==> src/rtl/pix_adjust_ctrl.sv <==
// Brightness/contrast level scheduler: key presses become saturating steps with
// auto-repeat, held in shadow registers and committed only on the frame boundary.
module pix_adjust_ctrl #(
    parameter int unsigned      LVL_W       = 8,
    parameter logic [LVL_W-1:0] B_DEFAULT   = 8'd128,
    parameter logic [LVL_W-1:0] C_DEFAULT   = 8'd64,
    parameter logic [LVL_W-1:0] STEP        = 8'd4,
    parameter logic [LVL_W-1:0] LVL_MIN     = 8'd0,
    parameter logic [LVL_W-1:0] LVL_MAX     = 8'd255,
    parameter int unsigned      REPEAT_DLY  = 25000000,
    parameter int unsigned      REPEAT_RATE = 5000000
) (
    input  logic             i_clk,
    input  logic             i_rst,
    input  logic             i_frame_en,
    input  logic             i_sel_b,
    input  logic             i_sel_c,
    input  logic             i_inc_n,
    input  logic             i_dec_n,
    output logic [LVL_W-1:0] o_bright_lvl,
    output logic [LVL_W-1:0] o_contr_lvl,
    output logic             o_pending,
    output logic             o_commit_p
);

    localparam int unsigned CNT_MAX = (REPEAT_DLY > REPEAT_RATE) ? REPEAT_DLY : REPEAT_RATE;
    localparam int unsigned CNT_W   = (CNT_MAX > 1) ? $clog2(CNT_MAX) : 1;
    localparam logic [CNT_W-1:0] DLY_RELOAD  = CNT_W'(REPEAT_DLY - 1);
    localparam logic [CNT_W-1:0] RATE_RELOAD = CNT_W'(REPEAT_RATE - 1);

    typedef enum logic [1:0] {
        ST_IDLE   = 2'd0,
        ST_DELAY  = 2'd1,
        ST_REPEAT = 2'd2,
        ST_LOCK   = 2'd3
    } state_t;

    // One extra bit of headroom turns overflow/borrow into a plain compare.
    function automatic logic [LVL_W-1:0] f_step(input logic [LVL_W-1:0] lvl, input logic up);
        logic [LVL_W:0] sum;
        logic [LVL_W-1:0] res;
        if (up) begin
            sum = {1'b0, lvl} + {1'b0, STEP};
            if (sum > {1'b0, LVL_MAX}) begin
                res = LVL_MAX;
            end else begin
                res = sum[LVL_W-1:0];
            end
        end else begin
            sum = {1'b0, lvl} - {1'b0, STEP};
            if (sum[LVL_W] || (sum < {1'b0, LVL_MIN})) begin
                res = LVL_MIN;
            end else begin
                res = sum[LVL_W-1:0];
            end
        end
        return res;
    endfunction

    state_t           r_state;
    state_t           w_state_nxt;
    logic [CNT_W-1:0] r_cnt;
    logic [CNT_W-1:0] w_cnt_nxt;
    logic             r_req_inc;
    logic             r_req_b;
    logic             w_req_inc_nxt;
    logic             w_req_b_nxt;
    logic             w_step;
    logic [LVL_W-1:0] r_shadow_b;
    logic [LVL_W-1:0] r_shadow_c;
    logic [LVL_W-1:0] w_shadow_b_nxt;
    logic [LVL_W-1:0] w_shadow_c_nxt;
    logic [LVL_W-1:0] r_bright;
    logic [LVL_W-1:0] r_contr;
    logic             r_commit_p;

    logic w_inc_act;
    logic w_dec_act;
    logic w_any_key;
    logic w_valid;
    logic w_same_req;
    logic w_pending;
    logic w_commit;

    assign w_inc_act  = ~i_inc_n;
    assign w_dec_act  = ~i_dec_n;
    assign w_any_key  = w_inc_act | w_dec_act;
    assign w_valid    = (w_inc_act ^ w_dec_act) & (i_sel_b ^ i_sel_c);
    assign w_same_req = w_valid & (w_inc_act == r_req_inc) & (i_sel_b == r_req_b);
    assign w_pending  = (r_shadow_b != r_bright) | (r_shadow_c != r_contr);
    assign w_commit   = i_frame_en & w_pending;

    // Next-state, repeat counter and step strobe for the key FSM.
    always_comb begin
        w_state_nxt   = r_state;
        w_cnt_nxt     = r_cnt;
        w_req_inc_nxt = r_req_inc;
        w_req_b_nxt   = r_req_b;
        w_step        = 1'b0;
        case (r_state)
            ST_IDLE: begin
                if (w_valid) begin
                    w_step        = 1'b1;
                    w_req_inc_nxt = w_inc_act;
                    w_req_b_nxt   = i_sel_b;
                    w_cnt_nxt     = DLY_RELOAD;
                    w_state_nxt   = ST_DELAY;
                end else if (w_any_key) begin
                    w_state_nxt = ST_LOCK;
                end else begin
                    w_state_nxt = ST_IDLE;
                end
            end
            ST_DELAY, ST_REPEAT: begin
                // Release is checked first so a clean release re-arms immediately.
                if (!w_any_key) begin
                    w_state_nxt = ST_IDLE;
                end else if (!w_same_req) begin
                    w_state_nxt = ST_LOCK;
                end else if (r_cnt == {CNT_W{1'b0}}) begin
                    w_step      = 1'b1;
                    w_cnt_nxt   = RATE_RELOAD;
                    w_state_nxt = ST_REPEAT;
                end else begin
                    w_cnt_nxt   = r_cnt - {{(CNT_W-1){1'b0}}, 1'b1};
                end
            end
            ST_LOCK: begin
                if (!w_any_key) begin
                    w_state_nxt = ST_IDLE;
                end else begin
                    w_state_nxt = ST_LOCK;
                end
            end
            default: begin
                w_state_nxt = ST_LOCK;
            end
        endcase
    end

    // Saturating step applied to whichever shadow the request selects.
    always_comb begin
        w_shadow_b_nxt = r_shadow_b;
        w_shadow_c_nxt = r_shadow_c;
        if (w_step && i_sel_b) begin
            w_shadow_b_nxt = f_step(r_shadow_b, w_inc_act);
        end else if (w_step && i_sel_c) begin
            w_shadow_c_nxt = f_step(r_shadow_c, w_inc_act);
        end else begin
            w_shadow_b_nxt = r_shadow_b;
        end
    end

    // FSM state, repeat counter and latched request.
    always_ff @(posedge i_clk) begin
        if (i_rst) begin
            r_state   <= ST_LOCK;
            r_cnt     <= {CNT_W{1'b0}};
            r_req_inc <= 1'b0;
            r_req_b   <= 1'b0;
        end else begin
            r_state   <= w_state_nxt;
            r_cnt     <= w_cnt_nxt;
            r_req_inc <= w_req_inc_nxt;
            r_req_b   <= w_req_b_nxt;
        end
    end

    // Shadow levels.
    always_ff @(posedge i_clk) begin
        if (i_rst) begin
            r_shadow_b <= B_DEFAULT;
            r_shadow_c <= C_DEFAULT;
        end else begin
            r_shadow_b <= w_shadow_b_nxt;
            r_shadow_c <= w_shadow_c_nxt;
        end
    end

    // Commit registers take the pre-step shadows when a step coincides with frame_en.
    always_ff @(posedge i_clk) begin
        if (i_rst) begin
            r_bright   <= B_DEFAULT;
            r_contr    <= C_DEFAULT;
            r_commit_p <= 1'b0;
        end else if (w_commit) begin
            r_bright   <= r_shadow_b;
            r_contr    <= r_shadow_c;
            r_commit_p <= 1'b1;
        end else begin
            r_commit_p <= 1'b0;
        end
    end

    assign o_bright_lvl = r_bright;
    assign o_contr_lvl  = r_contr;
    assign o_pending    = w_pending;
    assign o_commit_p   = r_commit_p;

endmodule

==> config.mk <==
export PLATFORM = sky130hd
export DESIGN_NAME = pix_adjust_ctrl
export DESIGN_NICKNAME = d
export VERILOG_FILES = /design/src/rtl/pix_adjust_ctrl.sv
export SDC_FILE = /design/constraint.sdc
export NUM_CORES = 1
export LEC_CHECK = 0
export CAP_MARGIN = 25
export CORE_MARGIN = 1
export CORE_UTILIZATION = 59
export CTS_CLUSTER_SIZE = 16
export DETAILED_ROUTE_END_ITERATION = 8
export PLACE_DENSITY = 0.9
export SYNTH_ARGS = -nofsm -noshare
export SYNTH_HDL_FRONTEND = slang
export SYNTH_SLANG_ARGS = --single-unit
==> constraint.sdc <==
create_clock -name i_clk -period 2.8 [get_ports i_clk]
set_clock_uncertainty 0.15 [all_clocks]
set_input_delay 0.42 -clock i_clk [delete_from_list [all_inputs] [get_ports i_clk]]
set_output_delay 0.42 -clock i_clk [all_outputs]
set_load 0.02 [all_outputs]
======== After elaboration in Yosys (flattened, before gate mapping) ========
Index checks and enable logic that the tools add are counted.
word-level totals
  input port bits ......................... 7
  flip-flop bits (word level) ............. 62
  output and inout bits ................... 18
  word-level logic and storage cells ...... 74
cells by class
  $add $sub $neg .......................... 5
  reduce and logical (&&, ||, !) cells .... 11
  muxes and demuxes ....................... 23
  $lt $le $gt $ge ......................... 4
  equality and inequality tests ........... 11
  bitwise gates (word level) .............. 11
operators by type and width
  kind                   count
  $mux 25                4
  $pmux 25 s2            1
  $mux 8                 6
  $logic_not 25->1       1
  $sub 25x1->25 const B  1
  $add 8x3->9 const B    2
  $gt 9x8->1 const B     2
  $lt 9x1->1 const B     2
  $sub 8x3->9 const B    2
  $ne 8x8->1             2
  $mux 2                 5
  $ne 2x2->1 const B     3
  $pmux 2 s3             1
  $mux 1                 5
  $and 1x1->1            4
  $eq 2x2->1 const B     2
  $ne 4x4->1 const B     1
  $reduce_and 2->1       2
  $reduce_and 4->1       1
  $not 1->1              3
  $eq 1x1->1             2
  $eq 2x1->1 const B     1
  $logic_and 1x1->1      2
  $logic_not 2->1        1
  other kinds (6)        9

======== Depth between registers and ports, before layout ========
  depth in word-level cells ............... 11
  mapped depth ............................ 9
  gate-level depth less buffers ........... 7

======== Worst setup path after synthesis ========
OpenSTA, ideal clock, no wires.
  kind .................................... register to register
  start ................................... register r_cnt[12]
  end ..................................... register r_shadow_b[6]
  clock period less this slack ............ 2490 ps
  path buffers ............................ 2
  cell stages (with the launch flop) ...... 8
  setup slack ............................. 310 ps
  data required time ...................... 2555 ps
  setup time .............................. 95 ps
  data arrival time ....................... 2245 ps
  path through ............................ dfxtp_1 -> or4_1 -> buf_2 -> or3_1 -> buf_6 -> o31ai_4 -> nand2_4 -> a221oi_1
on the way
  word-level cells in the longest chain between the ends .. 6
ends and longest elaborated chain
  item                    line  source
  start, declared         62    logic [CNT_W-1:0] r_cnt;
  start signal, assigned  158   r_cnt <= {CNT_W{1'b0}};
  start signal, assigned  163   r_cnt <= w_cnt_nxt;
  $logic_not 25->1        120   end else if (r_cnt == {CNT_W{1'b0}}) begin
  $mux 1                  120
  $mux 1                  118   end else if (!w_same_req) begin
  $mux 1                  116   if (!w_any_key) begin
  $pmux 1 s2              100   case (r_state)
  $logic_and 1x1->1       145   if (w_step && i_sel_b) begin
  end signal, assigned    175   r_shadow_b <= w_shadow_b_nxt;
  end, declared           69    logic [LVL_W-1:0] r_shadow_b;
Every way passes these cells.
A chain may end at the register's enable or synchronous reset.

======== Final worst setup path ========
  start ................................... register r_shadow_c[0]
  end ..................................... output o_pending
on the way
  word-level cells in the longest chain between the ends .. 2
ends and longest elaborated chain
  item                    line  source
  start, declared         70    logic [LVL_W-1:0] r_shadow_c;
  start signal, assigned  176   r_shadow_c <= w_shadow_c_nxt;
  $ne 8x8->1              90    assign w_pending = (r_shadow_b != r_bright) | (r_shadow_c != r_contr);
  $or 1x1->1              90
  end, declared           22    output logic o_pending,
Every way passes these cells.

==> run_results.csv <==
group,metric,value,unit
status,status,"finished clean",
detailed_routing,ant_nets,0,
detailed_routing,drc,0,
power_and_ir_drop,p_comb_share,45.1,%
synthesis,synth_sequential_area_ratio,31.9,%
cts,clk_pin_slew_worst_paths,0.06,ns
place,gp_congestion,0.929,
floorplan,num_io_pins,25,
cts,clock_latency,0.35,ns
synthesis,yosys_warnings,0,
final_layout,layout.nets,513,
cts,h-tree-depth,3,
cts,clock_sinks,58,
power_and_ir_drop,swShare,41.8,%
hold_path,hp-class,"flop to flop",
sta,finalCritPeriodShare,95.1,%
sta,setup_viol,0,
cts,numCtsBuffers,9,
power_and_ir_drop,p_seq_share,32.8,%
floorplan,rows,28,
detailed_routing,drt_iter0_markers,348,
place,place_hpwl,6940,um
place,port_buffers,24,
power_and_ir_drop,p_leak,1.68,nW
synthesis,synthTopCellsByArea,"dfxtp_1, a21oi_1, o21ai_0",
worst_setup_path,path_class,"flop to primary output",
synthesis,yosysTopAreaCell,"dfxtp_1",
worst_setup_path,crit_path_end_kind,"primary output",
sta,timing.final.hold_violations,0,
worst_setup_path,critPathSlowestCell,"clkdlybuf4s50_1",
worst_setup_path,path_delay_family,"simple AND/OR/NAND/NOR gates",
synthesis,async_flop_share,0,%
power_and_ir_drop,p_clk_share,22.1,%
power_and_ir_drop,p_int,1.96,mW
global_route,grt_antenna_before_repair,0,
global_route,grt_max_degree,32,
worst_setup_path,start_kind,"flop",
global_route,grt_first_pass_wirelength,16200,um
floorplan,core,5960,um2
final_layout,layout-area-overhead-vs-synth,17.9,%
worst_setup_path,worst-path-buf-inv,2,
synthesis,ys.flop_type,"dfxtp_1",
final_layout,n_antenna_cell,0,
global_route,grt_pass1_vias,3562,
final_layout,drive_above_1_share,12.2,%
cts,clockBufferDepth,2,
sta,finalCriticalPeriod,2.66,ns
synthesis,synth_enable_flop_cells,0,
detailed_routing,avgRoutedWirePerCell,17.1,um
sta,timing.fmax,0.375,GHz
worst_setup_path,cp_cell_sequence,"xor2_1 -> nor4_2 -> and4_1 -> inv_1 -> clkdlybuf4s50_1",
synthesis,yosys-top-cells-count,"dfxtp_1, a21oi_1, o21ai_0",
sta,tightestPinTransition,0.567,ns
floorplan,dieHeight,80.6,um
sta,fin_hold_ws,0.335,ns
synthesis,syn_area,3640,um2
cts,cts-resized-gates,0,
floorplan,die_area,6500,um2
synthesis,ys_types,62,
worst_setup_path,cp_max_fo,4,
synthesis,synth.most_common_cell,"dfxtp_1",
power_and_ir_drop,max-vdd-ir-drop,0.794,mV
cts,postCtsSetupBuffers,0,
floorplan,dieWidth,80.6,um
cts,postCtsHoldBufs,0,
place,pre_cts_slack,-0.101,ns
synthesis,synth_seq_cells,58,
job,maxCapViolCount,0,
worst_setup_path,required,2.23,ns
sta,drv_slew,0,
synthesis,synth.top_cell.area_share,31.9,%
global_route,grt_usage,32.8,%
sta,setup_slack,0.136,ns
power_and_ir_drop,switchingPower,1.41,mW
sta,relSlewSlack,61.9,%
detailed_routing,drt-total-wl,9810,um
synthesis,syn_inst,460,
cts,root_buffer,"clkbuf_8",
worst_setup_path,worstPathArrival,2.09,ns
cts,cts_tree,"built",
floorplan,initial_core_util,61.2,%
power_and_ir_drop,power_density,785,nW/um2
global_route,grt_remaining_overflow,0,
sta,rsz0062_at_grt,"false",
synthesis,avgSynthCellArea,7.92,um2
worst_setup_path,cpPeakStageDelay,0.53,ns
detailed_routing,vias,3842,
detailed_routing,via_per_inst,6.69,
detailed_routing,drt-pass1-iter-count,5,
synthesis,syn_nets,479,
==> per-layer routing <==
metal	GRT usage, %	vias to the layer above	wire [um]	part of all wire [%]
met5	0	-	0	0
met4	18.2	0	305	3.1
met3	9.77	33	632	6.4
met2	56.5	178	5020	51
met1	35.6	1814	3860	39
li1	-	1817	-	-
==> per-stage QoR <==
step                instances  instance area (um2)  utilization (%)  total power [mW]  TNS [ns]
global route              574                 4300             72.1              3.59         0
CTS                       574                 4280             71.8              3.33         0
finish                    574                 4300             72.1              3.37         0
floorplan                 460                 3640                -              2.12         0
detailed placement        558                 4090             68.7              2.59    -0.315
global placement          558                 4090             68.7              2.52         0
==> worst register-to-register path, cell delays in order, from the launching register on <==
cell and delay [ns]:
dfxtp_1 0.37, or4_1 0.56, or3_4 0.46, o31ai_4 0.27, buf_4 0.22, nand2_4 0.09, a221oi_1 0.33
==> path summary, 6_finish.rpt <==
| path | end | cells after the start | start | slack (ns) |
|---|---|---|---|---|
| worst max-delay path | o_pending | 5 | r_shadow_c[0] | 0.14 |
| worst min-delay path | r_cnt[7] | 2 | r_cnt[7] | 0.34 |
| worst max register to register | r_shadow_b[6] | 6 | r_cnt[12] | 0.25 |
| worst min register to register | r_cnt[7] | 2 | r_cnt[7] | 0.34 |
==> layout make-up <==
type	instances	area, um2
multi-input combinational	347	2280
fill	449	1660
sequential	58	1160
timing repair buffer	56	493
clock buffer	10	128
tap	75	93.8
inverter	22	82.6
clock inverter	6	57.6
==> layout by cell type, fill, tap and decap left out, types with 10 or more instances in the layout <==
master and instances:
a211oi_1 16, a21oi_1 39, a31oi_1 13, buf_4 31
clkdlybuf4s50_1 24, dfxtp_1 55, ha_1 12, inv_1 22
nand2_1 23, nand3_1 20, nor2_1 25, nor3_1 18
o211ai_1 10, o21a_1 11, o21ai_0 31, xor2_1 16
==> cells by family (layout without fill, tap and decap cells) <==
logic type,after synthesis,in the layout,synth area share [%]
AO/OA/AOI/OAI,169,169,31.0
XOR/XNOR,17,17,4.09
adder cells (fa/ha/maj),12,12,4.12
buffers and inverters,55,94,6.11
flip-flops,58,58,31.9
multiplexers,1,1,0.275
AND/OR/NAND/NOR,148,148,22.6
==> power by group through the flow <==
| stage | combinational, mW | sequential (mW) | clock (mW) |
|---|---|---|---|
| finish | 1.52 | 1.11 | 0.744 |
| global route | 1.68 | 1.12 | 0.791 |
| CTS | 1.48 | 1.10 | 0.753 |
| detailed placement | 1.47 | 1.12 | 0 |
| global placement | 1.41 | 1.10 | 0 |
| floorplan | 1.02 | 1.09 | 0 |
==> flip-flops by register name, summed over array words and instances, names as in the netlist <==
name and flops:
o_bright_lvl 7, o_commit_p 1, o_contr_lvl 7, r_cnt 25, r_req_b 1, r_req_inc 1
r_shadow_b 7, r_shadow_c 7, r_state 2
Note: power is estimated with default switching activity, not from simulation.
